## config.mk

```make
export PLATFORM = sky130hd
export DESIGN_NAME = load_ext_unit
export DESIGN_NICKNAME = d
export VERILOG_FILES = /design/src/rtl/load_ext_unit_pkg.sv /design/src/rtl/load_ext_unit_ext.sv /design/src/rtl/load_ext_unit.sv
export SDC_FILE = /design/constraint.sdc
export NUM_CORES = 1
export LEC_CHECK = 0
export BUFFER_PORTS_ARGS = -buffer_cell sky130_fd_sc_hd__buf_2
export CORE_ASPECT_RATIO = 2
export CORE_MARGIN = 2
export CORE_UTILIZATION = 45
export CTS_CLUSTER_SIZE = 14
export DETAILED_ROUTE_END_ITERATION = 12
export PLACE_DENSITY = 0.77
export SYNTH_ARGS = -nofsm -noshare
export SYNTH_HDL_FRONTEND = slang
export SYNTH_SLANG_ARGS = --single-unit
export TNS_END_PERCENT = 20
```

## constraint.sdc

```tcl
create_clock -name clk -period 1.6 [get_ports clk]
set_input_delay 0.16 -clock clk [delete_from_list [all_inputs] [get_ports clk]]
set_output_delay 0.16 -clock clk [all_outputs]
set_load 0.02 [all_outputs]
```

## src/rtl/load_ext_unit_pkg.sv

```systemverilog
// Shared load/store select codes, FSM state encoding and the load alignment rule
// used by the M-stage load unit.
package load_ext_unit_pkg;

  localparam logic [2:0] L_LW  = 3'b000;
  localparam logic [2:0] L_LH  = 3'b001;
  localparam logic [2:0] L_LHU = 3'b010;
  localparam logic [2:0] L_LB  = 3'b011;
  localparam logic [2:0] L_LBU = 3'b100;

  localparam logic [1:0] S_SW = 2'b00;
  localparam logic [1:0] S_SH = 2'b01;
  localparam logic [1:0] S_SB = 2'b10;

  typedef enum logic {
    ST_IDLE = 1'b0,
    ST_WAIT = 1'b1
  } state_e;

  // Undefined select codes behave as LW, so they need full word alignment.
  function automatic logic is_misaligned(input logic [2:0] sel, input logic [1:0] lane);
    case (sel)
      L_LH, L_LHU: return lane[0];
      L_LB, L_LBU: return 1'b0;
      default:     return lane != 2'b00;
    endcase
  endfunction

endpackage

```

## src/rtl/load_ext_unit_ext.sv

```systemverilog
// Combinational lane select and sign/zero extension of a little-endian memory word.
module load_ext
  import load_ext_unit_pkg::*;
(
  input  logic [31:0] rdata,
  input  logic [1:0]  lane,
  input  logic [2:0]  l_sel,
  output logic [31:0] result
);

  logic [7:0]  byte_v;
  logic [15:0] half_v;

  always_comb begin
    case (lane)
      2'd0:    byte_v = rdata[7:0];
      2'd1:    byte_v = rdata[15:8];
      2'd2:    byte_v = rdata[23:16];
      default: byte_v = rdata[31:24];
    endcase
    half_v = lane[1] ? rdata[31:16] : rdata[15:0];

    case (l_sel)
      L_LH:    result = {{16{half_v[15]}}, half_v};
      L_LHU:   result = {16'h0000, half_v};
      L_LB:    result = {{24{byte_v[7]}}, byte_v};
      L_LBU:   result = {24'h000000, byte_v};
      default: result = rdata;
    endcase
  end

endmodule

```

## src/rtl/load_ext_unit.sv

```systemverilog
// M-stage load unit: issues a word-aligned read over req/ack, stalls while waiting,
// and delivers one extended, registered result (or an AdEL / timeout pulse).
module load_ext_unit
  import load_ext_unit_pkg::*;
#(
  parameter int ADDR_W  = 32,
  parameter int TIMEOUT = 16
) (
  input  logic              clk,
  input  logic              rst_n,
  input  logic              ld_valid,
  input  logic [ADDR_W-1:0] addr,
  input  logic [2:0]        L_SEL,
  input  logic [4:0]        rd_tag,
  output logic              mem_req,
  output logic [ADDR_W-1:0] mem_addr,
  input  logic              mem_ack,
  input  logic [31:0]       mem_rdata,
  output logic              stall,
  output logic              wb_valid,
  output logic [31:0]       wb_data,
  output logic [4:0]        wb_tag,
  output logic              adel,
  output logic              bus_err
);

  localparam int CNT_W = $clog2(TIMEOUT + 1);

  state_e            state_q, state_d;
  logic [CNT_W-1:0]  cnt_q, cnt_d;
  logic [1:0]        lane_q, lane_d;
  logic [2:0]        sel_q, sel_d;
  logic [4:0]        tag_q, tag_d;
  logic              mem_req_q, mem_req_d;
  logic [ADDR_W-1:0] mem_addr_q, mem_addr_d;
  logic              wb_valid_q, wb_valid_d;
  logic [31:0]       wb_data_q, wb_data_d;
  logic [4:0]        wb_tag_q, wb_tag_d;
  logic              adel_q, adel_d;
  logic              bus_err_q, bus_err_d;
  logic [31:0]       ext_result;

  logic issue, reject, done, timeout_hit;

  assign issue       = (state_q == ST_IDLE) && ld_valid && !is_misaligned(L_SEL, addr[1:0]);
  assign reject      = (state_q == ST_IDLE) && ld_valid &&  is_misaligned(L_SEL, addr[1:0]);
  assign done        = (state_q == ST_WAIT) && mem_ack;
  // An ack arriving on the last allowed cycle still completes the load.
  assign timeout_hit = (state_q == ST_WAIT) && !mem_ack && (cnt_q == CNT_W'(TIMEOUT - 1));

  load_ext u_ext (
    .rdata  (mem_rdata),
    .lane   (lane_q),
    .l_sel  (sel_q),
    .result (ext_result)
  );

  always_ff @(posedge clk or negedge rst_n) begin
    if (!rst_n) state_q <= ST_IDLE;
    else        state_q <= state_d;
  end

  always_comb begin
    state_d = state_q;
    case (state_q)
      ST_IDLE: if (issue) state_d = ST_WAIT;
      ST_WAIT: if (done || timeout_hit) state_d = ST_IDLE;
      default: state_d = ST_IDLE;
    endcase
  end

  always_comb begin
    cnt_d      = cnt_q;
    lane_d     = lane_q;
    sel_d      = sel_q;
    tag_d      = tag_q;
    mem_addr_d = mem_addr_q;
    wb_data_d  = wb_data_q;
    wb_tag_d   = wb_tag_q;
    mem_req_d  = issue || ((state_q == ST_WAIT) && !done && !timeout_hit);
    wb_valid_d = done;
    adel_d     = reject;
    bus_err_d  = timeout_hit;
    if (issue) begin
      cnt_d      = '0;
      lane_d     = addr[1:0];
      sel_d      = L_SEL;
      tag_d      = rd_tag;
      mem_addr_d = {addr[ADDR_W-1:2], 2'b00};
    end else if ((state_q == ST_WAIT) && !mem_ack) begin
      cnt_d = cnt_q + CNT_W'(1);
    end
    if (done) begin
      wb_data_d = ext_result;
      wb_tag_d  = tag_q;
    end
  end

  always_ff @(posedge clk or negedge rst_n) begin
    if (!rst_n) begin
      cnt_q      <= '0;
      lane_q     <= '0;
      sel_q      <= '0;
      tag_q      <= '0;
      mem_req_q  <= 1'b0;
      mem_addr_q <= '0;
      wb_valid_q <= 1'b0;
      wb_data_q  <= '0;
      wb_tag_q   <= '0;
      adel_q     <= 1'b0;
      bus_err_q  <= 1'b0;
    end else begin
      cnt_q      <= cnt_d;
      lane_q     <= lane_d;
      sel_q      <= sel_d;
      tag_q      <= tag_d;
      mem_req_q  <= mem_req_d;
      mem_addr_q <= mem_addr_d;
      wb_valid_q <= wb_valid_d;
      wb_data_q  <= wb_data_d;
      wb_tag_q   <= wb_tag_d;
      adel_q     <= adel_d;
      bus_err_q  <= bus_err_d;
    end
  end

  assign stall    = (state_q == ST_WAIT) || issue;
  assign mem_req  = mem_req_q;
  assign mem_addr = mem_addr_q;
  assign wb_valid = wb_valid_q;
  assign wb_data  = wb_data_q;
  assign wb_tag   = wb_tag_q;
  assign adel     = adel_q;
  assign bus_err  = bus_err_q;

endmodule

```

==> qor.yml, run 1 <==
timing:
  setup_viol: 0
  drv_slew: 0
  grt_setup_unrepaired: "true"
  final_hold_viol_count: 0
  period_share_pct: 97.8
  fin_crit_ns: 1.56
  fin_skew_ns: 0.00726
  max_slew_margin_pct: 62.8
  max_freq_ghz: 0.639
  worst_slew_pin_slew_ns: 0.554
  whs_ns: 0.0234
logic_synthesis:
  synthCells: 361
  yosys.area_share.adder_pct: 1.38
  synth_seq_cells: 87
  yosysWarnings: 0
  ys_seq_area_share_pct: 53.3
  synth_top_family_by_area: "multiplexers"
  synthSimpleGateAreaFrac_pct: 12.2
  async_flop_share_pct: 100
  synth_compound_area_share_pct: 10.9
  synth_area_mm2: 0.00408
  synth-xor-area-share_pct: 1.75
  synth_cell_types: 46
  synthFlopType: "dfrtp_1"
  muxShareOfSynthArea_pct: 16.1
  synth_area_leaders: "dfrtp_1 (53%), mux2_2 (6.3%), mux2_1 (6.1%)"
  synth_top_cell_by_area: "dfrtp_1"
  synth_edf_count: 0
  avgSynthCellArea_um2: 11.3
  synth_top_area_share_pct: 53.3
detailed_routing:
  firstDrtPassIters: 5
  wl_per_cell_um: 16.7
  vias: 3334
  wl_um: 10500
  via_per_inst: 5.31
  antenna_left: 0
  drtIter0Drc: 333
  drc: 0
clock_tree:
  clockRootBuffer: "clkbuf_16"
  htreeDepth: 3
  clk_latency_ns: 0.35
  clkTransAtPathRegs_ns: 0.07
  clock_sinks: 87
  cts_tree: "done"
  clockBufferDepth: 2
  cts_buffers: 9
floorplan:
  initial_core_util_pct: 45.9
  core_area_mm2: 0.00889
  io_pins: 150
  rows: 49
  die_area_mm2: 0.00990
  die_x_um: 71.4
  die_h_um: 139
grt:
  first_global_vias: 3642
  grt_use_total_pct: 22.3
  grt_first_pass_wirelength_um: 17300
  grt_start_max_net_pins: 41
  overflow: 0
  antenna_found_initial: 0
worst_setup_path:
  cp_max_fo: 8
  crit_path_end_kind: "flip-flop"
  r2r-start: "lane_q[1]"
  r2r-end: "wb_data[6]"
  r2r_setup_slack_ns: 0.04
  cp.required_ns: 1.82
  start_kind: "flip-flop"
  crit_arrival_ns: 1.79
  critPathKind: "reg -> reg"
  r2r_cells: 4
placement:
  port_buffers: 147
  routabilityCongestion: 0.820
  place_hpwl_um: 8010
run:
  maxCapViolCount: 0
power:
  peakVddDrop_uv: 751
  power_leakage_nw: 2.57
  power-per-cell-area_mw_per_mm2: 1760
status:
  status: "completed"
hold_path:
  holdCritPathClass: "in -> reg"
  min-delay-start: "addr[19]"
  hold_path_end: "mem_addr[19]"
  whs_path_depth: 2
cells_and_area:
  area_growth_pct: 31.6
  final_util_pct: 60.4
  final_layout_size_suffix_gt1_share_pct: 42.8
  final_common_cell: "buf_2"
  final_cell_mix: "buf_2 (146), dfrtp_1 (84), nand2_1 (51)"
  n_antenna_cell: 0
  n_fill_cell: 740
  layout.nets: 599
[kinds of logic after synthesis]
kind of cell               count (synthesis)
AOI/OAI and AO/OA                         63
xor gates and xnor gates                   6
adders and majority gates                  5
buffers and inverters                     27
DFF                                       87
muxes                                     57
other                                      1
and+or+nand+nor                          115
[final cells by class]
cell class                      count  area, µm²  area share, %
Multi-Input combinational cell    248       1750           32.6
Sequential cell                    87       2180           40.6
Inverter                            5       18.8          0.349
Clock inverter                      7       85.1           1.58
Clock buffer                        9        225           4.19
Tap cell                          102        128           2.38
Timing Repair Buffer              170        983           18.3
[cells in the mapped netlist (all sizes together) (5+ instances only)]
| library cell | number |
|---|---|
| nor2 | 41 |
| buf | 18 |
| nor2b | 7 |
| inv | 5 |
| o211ai | 6 |
| nor3 | 6 |
| mux2i | 11 |
| nand2 | 51 |
| nand2b | 5 |
| a221oi | 8 |
| a211oi | 6 |
| mux2 | 45 |
| dfrtp | 87 |
| a21oi | 29 |
[how the worst max path moves through the flow]
stage,startpoint,endpoint,cells after the start
finish,lane_q[1],wb_data[6],4
global placement,lane_q[1],wb_data[8],4
floorplan,lane_q[1],wb_data[10],5
CTS,lane_q[1],wb_data[6],4
global route,lane_q[1],wb_data[6],4
detailed placement,lane_q[1],wb_data[6],4
[where the power goes]
group	switching, W	internal (W)
Clock	0.000957	0.00124
Combinational	0.00228	0.00153
Sequential	0.000474	0.00297
Total	0.00371	0.00574
[sequential cells by signal (all words and copies together), names as in the netlist]
signal	cells
cnt_q	5
mem_addr	30
lane_q	2
tag_q	5
sel_q	3
mem_req	1
wb_data	32
adel	1
wb_tag	5
bus_err	1
state_q	1
wb_valid	1
[repair_timing]
action / 4_1_cts / 5_1_grt
setup buffers: 0 / 1
hold endpoints to repair: 24 / 0
resized for setup: 2 / 5
pin swaps: 1 / 1
hold buffers: 1 / 0
setup endpoints to repair: 15 / 37
[per-layer routing]
layer	GRT usage (%)	part of all wire, %	vias up
met5	0	0	-
li1	-	-	1574
met2	40.5	57	122
met1	22.6	34	1617
met3	4.87	4.9	21
met4	12.3	3.3	0
[stage by stage]
step	cells	power [W]	setup WS (ns)	instance area [µm²]	setup TNS [ns]
after global routing	628	0.0100	-0.0506	5370	-0.362
after global placement	610	0.00712	-0.0130	5020	-0.0454
after floorplan	362	0.00589	0.111	4090	0
after detailed placement	610	0.00726	-0.0797	5020	-0.792
final	628	0.00945	0.0359	5370	0
after CTS	627	0.00950	0.00129	5350	0
[critical path, cell delays in order (launching register included)]
cell	delay (ns)
dfrtp_2	0.46
buf_4	0.15
mux4_2	0.50
a221oi_2	0.25
a21oi_1	0.10
Note: power is estimated with default switching activity, not from simulation.
==> run 2, diff against run 1 <==
ABC_AREA = 1   (was unset)
CORE_UTILIZATION = 46   (was 45)
==> run 2 against run 1 <==
  * Non-clock buffer count rose by 3
  * Synthesized area grew 10%
  * Sequential cell count unchanged
  * Setup slack improved by 0.031 ns
  * Power up 1.9%
  * Die area increased by 7.6%
  * Critical endpoint is now wb_data[15]
  * Largest cell class unchanged
==> qor.yml, run 2 <==
status:
  status: "completed"
logic_synthesis:
  synth_compound_area_share_pct: 3.20  # -7.7 points
  async_flop_share_pct: 100  # unchanged
  synth_top_family_by_area: "simple AND/OR/NAND/NOR gates"
  synthCells: 610  # +69%
  synth_area_mm2: 0.00450  # +10%
  yosysMostFrequentCell: "nand2_1"
  synthSimpleGateAreaFrac_pct: 40.6  # +28 points
  synth_edf_count: 0  # unchanged
  synth_common_cells: "nand2_1 (235), dfrtp_1 (87), nand3_1 (77)"
  avgSynthCellArea_um2: 7.38  # -35%
  yosysWarnings: 0  # unchanged
  ys_seq_area_share_pct: 48.3  # -5.0 points
  muxShareOfSynthArea_pct: 0  # -16 points
  synthFlopType: "dfrtp_1"
  synth_area_leaders: "dfrtp_1 (48%), nand2_1 (20%), nand3_1 (8.6%)"
  synth-xor-area-share_pct: 0.583  # -1.2 points
  synth_top_area_share_pct: 48.3  # -5.0 points
  yosys.area_share.adder_pct: 0.556  # -0.82 points
  synth_seq_cells: 87  # unchanged
  synth_cell_types: 31  # -33%
  synth_top_cell_by_area: "dfrtp_1"
power:
  peakVddDrop_uv: 946  # +26%
  power_leakage_nw: 3.24  # +26%
  power-per-cell-area_mw_per_mm2: 1660  # -5.6%
cells_and_area:
  n_antenna_cell: 0  # unchanged
  final_util_pct: 60.2  # -0.24 points
  area_growth_pct: 28.8
  final_common_cell: "nand2_1"
  largest_reg_flops: 32  # unchanged
  n_fill_cell: 883  # +19%
  layout.nets: 841  # +40%
  final_layout_size_suffix_gt1_share_pct: 29.9  # -13 points
  final_cell_mix: "nand2_1 (233), buf_2 (146), dfrtp_1 (87)"
worst_setup_path:
  cp_num_buf_inv: 3  # +2
  cp_max_fo: 15  # +7
  r2r_setup_slack_ns: 0.07  # +0.03 ns
  cp.required_ns: 1.83  # about the same
  critPathKind: "reg -> reg"
  crit_top_cell: "buf_4"
  crit_path_end_kind: "flip-flop"
  crit_chain: "nor2_2 -> buf_4 -> nor2_8 -> buf_4 -> a21oi_1 -> nand3_1 -> nand2_1 -> inv_1"
  start_kind: "flip-flop"
  cpPeakStageDelay_ns: 0.45  # -0.05 ns
  critPathSlowestCell: "dfrtp_1"
  cp_top_family: "flip-flops"
  crit_arrival_ns: 1.77  # -0.02 ns
grt:
  antenna_found_initial: 0  # unchanged
  overflow: 0  # unchanged
  grt_use_total_pct: 26.0  # +3.7 points
  grt_first_pass_wirelength_um: 21200  # +23%
  grt_start_max_net_pins: 43  # +4.9%
  first_global_vias: 4457  # +22%
floorplan:
  io_pins: 150  # unchanged
  die_x_um: 74.0  # +3.7%
  initial_core_util_pct: 46.7  # +0.81 points
  core_area_mm2: 0.00964  # +8.4%
  die_h_um: 144  # +3.8%
  die_area_mm2: 0.0106  # +7.6%
  rows: 51  # +4.1%
detailed_routing:
  antenna_left: 0  # unchanged
  wl_per_cell_um: 14.7  # -12%
  firstDrtPassIters: 5  # unchanged
  via_per_inst: 5.06  # -4.7%
  vias: 4554  # +37%
  drc: 0  # unchanged
  drtIter0Drc: 256  # -23%
  wl_um: 13200  # +26%
hold_path:
  holdCritPathClass: "in -> reg"
clock_tree:
  clockBufferDepth: 2  # unchanged
  clkTransAtPathRegs_ns: 0.06  # about the same
  htreeDepth: 3  # unchanged
  cts_buffers: 9  # unchanged
  cts_tree: "done"
  clock_sinks: 87  # unchanged
  clk_latency_ns: 0.34  # about the same
  clockRootBuffer: "clkbuf_16"
run:
  maxCapViolCount: 0  # unchanged
timing:
  drv_slew: 0  # unchanged
  max_freq_ghz: 0.652  # +2.0%
  final_hold_viol_count: 0  # unchanged
  whs_ns: 0.0468  # +0.0233 ns
  fin_crit_ns: 1.53  # -0.0306 ns
  fin_skew_ns: 0.00618  # -0.00108 ns
  setup_viol: 0  # unchanged
  grt_setup_unrepaired: "true"
  tns_ns: 0  # unchanged
  period_share_pct: 95.8  # -1.9 points
placement:
  routabilityCongestion: 0.954  # +16%
  port_buffers: 147  # unchanged
  place_hpwl_um: 10300  # +29%
==> run 2: cell types whose count changed after synthesis, sizes merged, moves of 9 or more <==
cell / delta
nand2: +191
a21oi: -18
mux2i: -11
inv: +29
nor2: +55
clkbuf: +9
mux2: -45
o21ai: +15
nand3: +78
==> run 2: layout make-up <==
type | count | area (µm²) | share of cell area (%)
timing repair buffer | 173 | 986 | 17.0
clock buffer | 10 | 239 | 4.12
tap | 132 | 165 | 2.85
clock inverter | 6 | 67.6 | 1.16
multi-input combinational | 458 | 2040 | 35.1
inverter | 34 | 128 | 2.20
sequential | 87 | 2180 | 37.5
==> run 2: per-stage QoR <==
| stage | setup WS (ns) | area, µm² | total power [W] | cells |
|---|---|---|---|---|
| detailed placement | 0.0945 | 5480 | 0.00753 | 883 |
| finish | 0.0665 | 5800 | 0.00963 | 900 |
| global route | -0.0323 | 5800 | 0.0103 | 900 |
| global placement | 0.155 | 5480 | 0.00743 | 883 |
| CTS | 0.0447 | 5800 | 0.00972 | 900 |
| floorplan | 0.174 | 4510 | 0.00604 | 611 |
==> run 2: power by group <==
group,internal (W),switching (W)
logic,0.00146,0.00265
registers,0.00292,0.000437
clock network,0.00126,0.000892
==> run 2: worst paths after layout <==
check	start	to	depth (start not counted)
setup / recovery	sel_q[0]	wb_data[15]	8
hold / removal	addr[28]	mem_addr[28]	3
setup reg to reg	sel_q[0]	wb_data[15]	8
hold reg to reg	tag_q[0]	wb_tag[0]	2
max in group asynchronous	rst_n	mem_addr[22]	3
min in group asynchronous	rst_n	wb_data[2]	2
==> run 2: per-layer routing <==
layer | vias to the layer above | part of all wire (%) | track usage (%)
li1 | 2209 | - | -
met1 | 2113 | 36 | 27.9
met2 | 196 | 53 | 46.3
met3 | 36 | 5.9 | 4.98
met4 | 0 | 4.7 | 13.8
met5 | - | 0 | 0
==> run 2: kinds of logic after synthesis <==
| kind of cell | after synthesis |
|---|---|
| AOI/OAI and AO/OA | 28 |
| adders and majority gates | 2 |
| buffers and inverters | 66 |
| DFF | 87 |
| and+or+nand+nor | 423 |
| other | 1 |
| xor gates and xnor gates | 3 |
==> run 2: tightest hold or removal path, cell delays in order <==
cell and delay (ns):
buf_2 0.07, nand3_1 0.06, nand2_1 0.06
==> run 2: what timing repair did <==
| action | CTS | global route |
|---|---|---|
| endpoints found under the hold margin | 25 | 0 |
| setup buffers | 0 | 0 |
| gates resized for setup | 0 | 2 |
| setup endpoints to repair | 0 | 6 |
| hold buffers | 1 | 0 |
==> run 3, diff against run 2 <==
CORE_UTILIZATION = 55   (was 46)
PLACE_DENSITY = 0.86   (was 0.77)
clock period = 1.8 ns   (was 1.6 ns; I/O delays follow)
==> run 3 against run 2 <==
  * First-iteration DRC count up 49%
  * Wire length shrank 3.5%
  * Via count is 0.83% lower
  * Critical path type unchanged
  * Setup slack better by 0.072 ns
  * Critical endpoint is now wb_data[2]
  * Clock-buffer cell count stayed put
==> qor.yml, run 3 (synthesized netlist as in run 2, its figures left out) <==
timing:
  fin_skew_ns: 0.00559  # -0.000595 ns
  grt_setup_unrepaired: "false"
  period_share_pct: 92.3  # -3.6 points
  drv_slew: 0  # unchanged
  tns_ns: 0  # unchanged
  fin_crit_ns: 1.66  # +0.128 ns
  max_freq_ghz: 0.602  # -7.7%
  final_hold_viol_count: 0  # unchanged
  setup_viol: 0  # unchanged
grt:
  overflow: 0  # unchanged
  first_global_vias: 4521  # +1.4%
  grt_start_max_net_pins: 43  # unchanged
  antenna_found_initial: 0  # unchanged
  grt_first_pass_wirelength_um: 21100  # -0.68%
  grt_use_total_pct: 30.7  # +4.8 points
worst_setup_path:
  start_kind: "flip-flop"
  critPathSlowestCell: "dfrtp_1"
  cp_max_fo: 9  # -6
  cp.required_ns: 2.04  # +0.21 ns
  cpPeakStageDelay_ns: 0.43  # -0.02 ns
  crit_path_end_kind: "flip-flop"
  crit_chain: "inv_1 -> nand2_1 -> nand3_1 -> nand3_1 -> nand3_1 -> nand2_1 -> nand2_1"
  critPathKind: "reg -> reg"
  r2r_cells: 7  # -1
  r2r_setup_slack_ns: 0.14  # +0.07 ns
  crit_arrival_ns: 1.90  # +0.13 ns
hold_path:
  holdCritPathClass: "in -> reg"
  whs_path_depth: 3  # unchanged
cells_and_area:
  area_growth_pct: 25.6
  multi_input_area_mm2: 0.00203  # -0.25%
  largest_reg_flops: 32  # unchanged
  regArea_mm2: 0.00218  # unchanged
  finalNonFillerCells: 852  # -5.3%
  final_cell_mix: "nand2_1 (235), buf_2 (146), dfrtp_1 (87)"
  final_layout_size_suffix_gt1_share_pct: 28.6  # -1.4 points
  stdcell_area_mm2: 0.00566  # -2.5%
  final_common_cell: "nand2_1"
  n_antenna_cell: 0  # unchanged
  final_util_pct: 71.2  # +11 points
  n_fill_cell: 677  # -23%
  layout.nets: 829  # -1.4%
detailed_routing:
  drc: 0  # unchanged
  antenna_left: 0  # unchanged
  wl_um: 12700  # -3.5%
  drtIter0Drc: 381  # +49%
  firstDrtPassIters: 5  # unchanged
  wl_per_cell_um: 14.9  # +1.9%
  vias: 4516  # -0.83%
  via_per_inst: 5.30  # +4.8%
clock_tree:
  clockBufferDepth: 2  # unchanged
  clockRootBuffer: "clkbuf_16"
  cts_tree: "done"
  clkTransAtPathRegs_ns: 0.07  # about the same
  clk_latency_ns: 0.34  # about the same
  cts_buffers: 9  # unchanged
  clock_sinks: 87  # unchanged
  htreeDepth: 3  # unchanged
  cts_resized: 0  # unchanged
floorplan:
  die_h_um: 132  # -8.3%
  initial_core_util_pct: 56.7  # +10 points
  core_area_mm2: 0.00794  # -18%
  die_x_um: 68.0  # -8.1%
  die_area_mm2: 0.00897  # -16%
  rows: 46  # -9.8%
  io_pins: 150  # unchanged
placement:
  place_inst: 835  # -5.4%
  routabilityCongestion: 1.03  # +8.3%
  place_hpwl_um: 9650  # -6.2%
  place_area_mm2: 0.00532  # -2.9%
  port_buffers: 147  # unchanged
power:
  peakVddDrop_uv: 876  # -7.4%
  power_leakage_nw: 3.19  # -1.6%
  total_power_w: 0.00854  # -11%
  power-per-cell-area_mw_per_mm2: 1510  # -9.0%
run:
  maxCapViolCount: 0  # unchanged
status:
  status: "completed"
[run 3: cell count changes in the layout (fill, tap and decap cells not counted), sizes merged]
cell and delta:
buf -12, clkinvlp -1, bufinv +1
[run 3: per-layer routing]
metal  wire length (µm)  global-route usage [%]  part of all wire [%]  vias up
met5                  0                       0                     0        -
li1                   -                       -                     -     2178
met3               1030                    6.58                   8.1       52
met1               4380                    34.3                    34     2059
met2               6560                    52.0                    52      227
met4                764                    16.9                   6.0        0
[run 3: layout make-up]
| class | instances | area share (%) |
|---|---|---|
| sequential | 87 | 38.5 |
| multi-input combinational | 458 | 35.9 |
| timing repair buffer | 161 | 15.4 |
| clock buffer | 10 | 4.22 |
| inverter | 34 | 2.26 |
| tap | 96 | 2.12 |
| clock inverter | 6 | 1.59 |
[run 3: timing repair]
item / 4_1_cts / 5_1_grt
hold endpoints to repair: 35 / 0
buffers inserted: 0 / 0
hold buffers: 1 / 0
[run 3: path summary, 6_finish.rpt]
| kind | startpoint | to |
|---|---|---|
| min reg2reg | tag_q[1] | tag_q[1] |
| max reg2reg | sel_q[1] | wb_data[2] |
| max | sel_q[1] | wb_data[2] |
| min | addr[30] | mem_addr[30] |
| max in group asynchronous | rst_n | state_q |
| min in group asynchronous | rst_n | wb_data[3] |
[run 3: worst max-delay path: cells and delay by family (launching register included)]
kind / cells / cell delay (ns)
AND/OR/NAND/NOR: 6 / 1.03
flip-flops: 1 / 0.43
buffers and inverters: 1 / 0.09
[run 3: through the flow]
step / setup slack [ns] / hold slack [ns]
finish: 0.139 / 0.0604
global route: 0.0219 / 0.0708
CTS: 0.183 / 0.0601
detailed placement: 0.169 / 0.172
global placement: 0.251 / 0.166
floorplan: 0.374 / -0.116
[run 3: where the power goes]
group | internal [W] | switching, W | leakage, nW
sequential | 0.00260 | 0.000388 | 1.07
combinational | 0.00116 | 0.00233 | 1.95
clock | 0.00126 | 0.000802 | 0.159
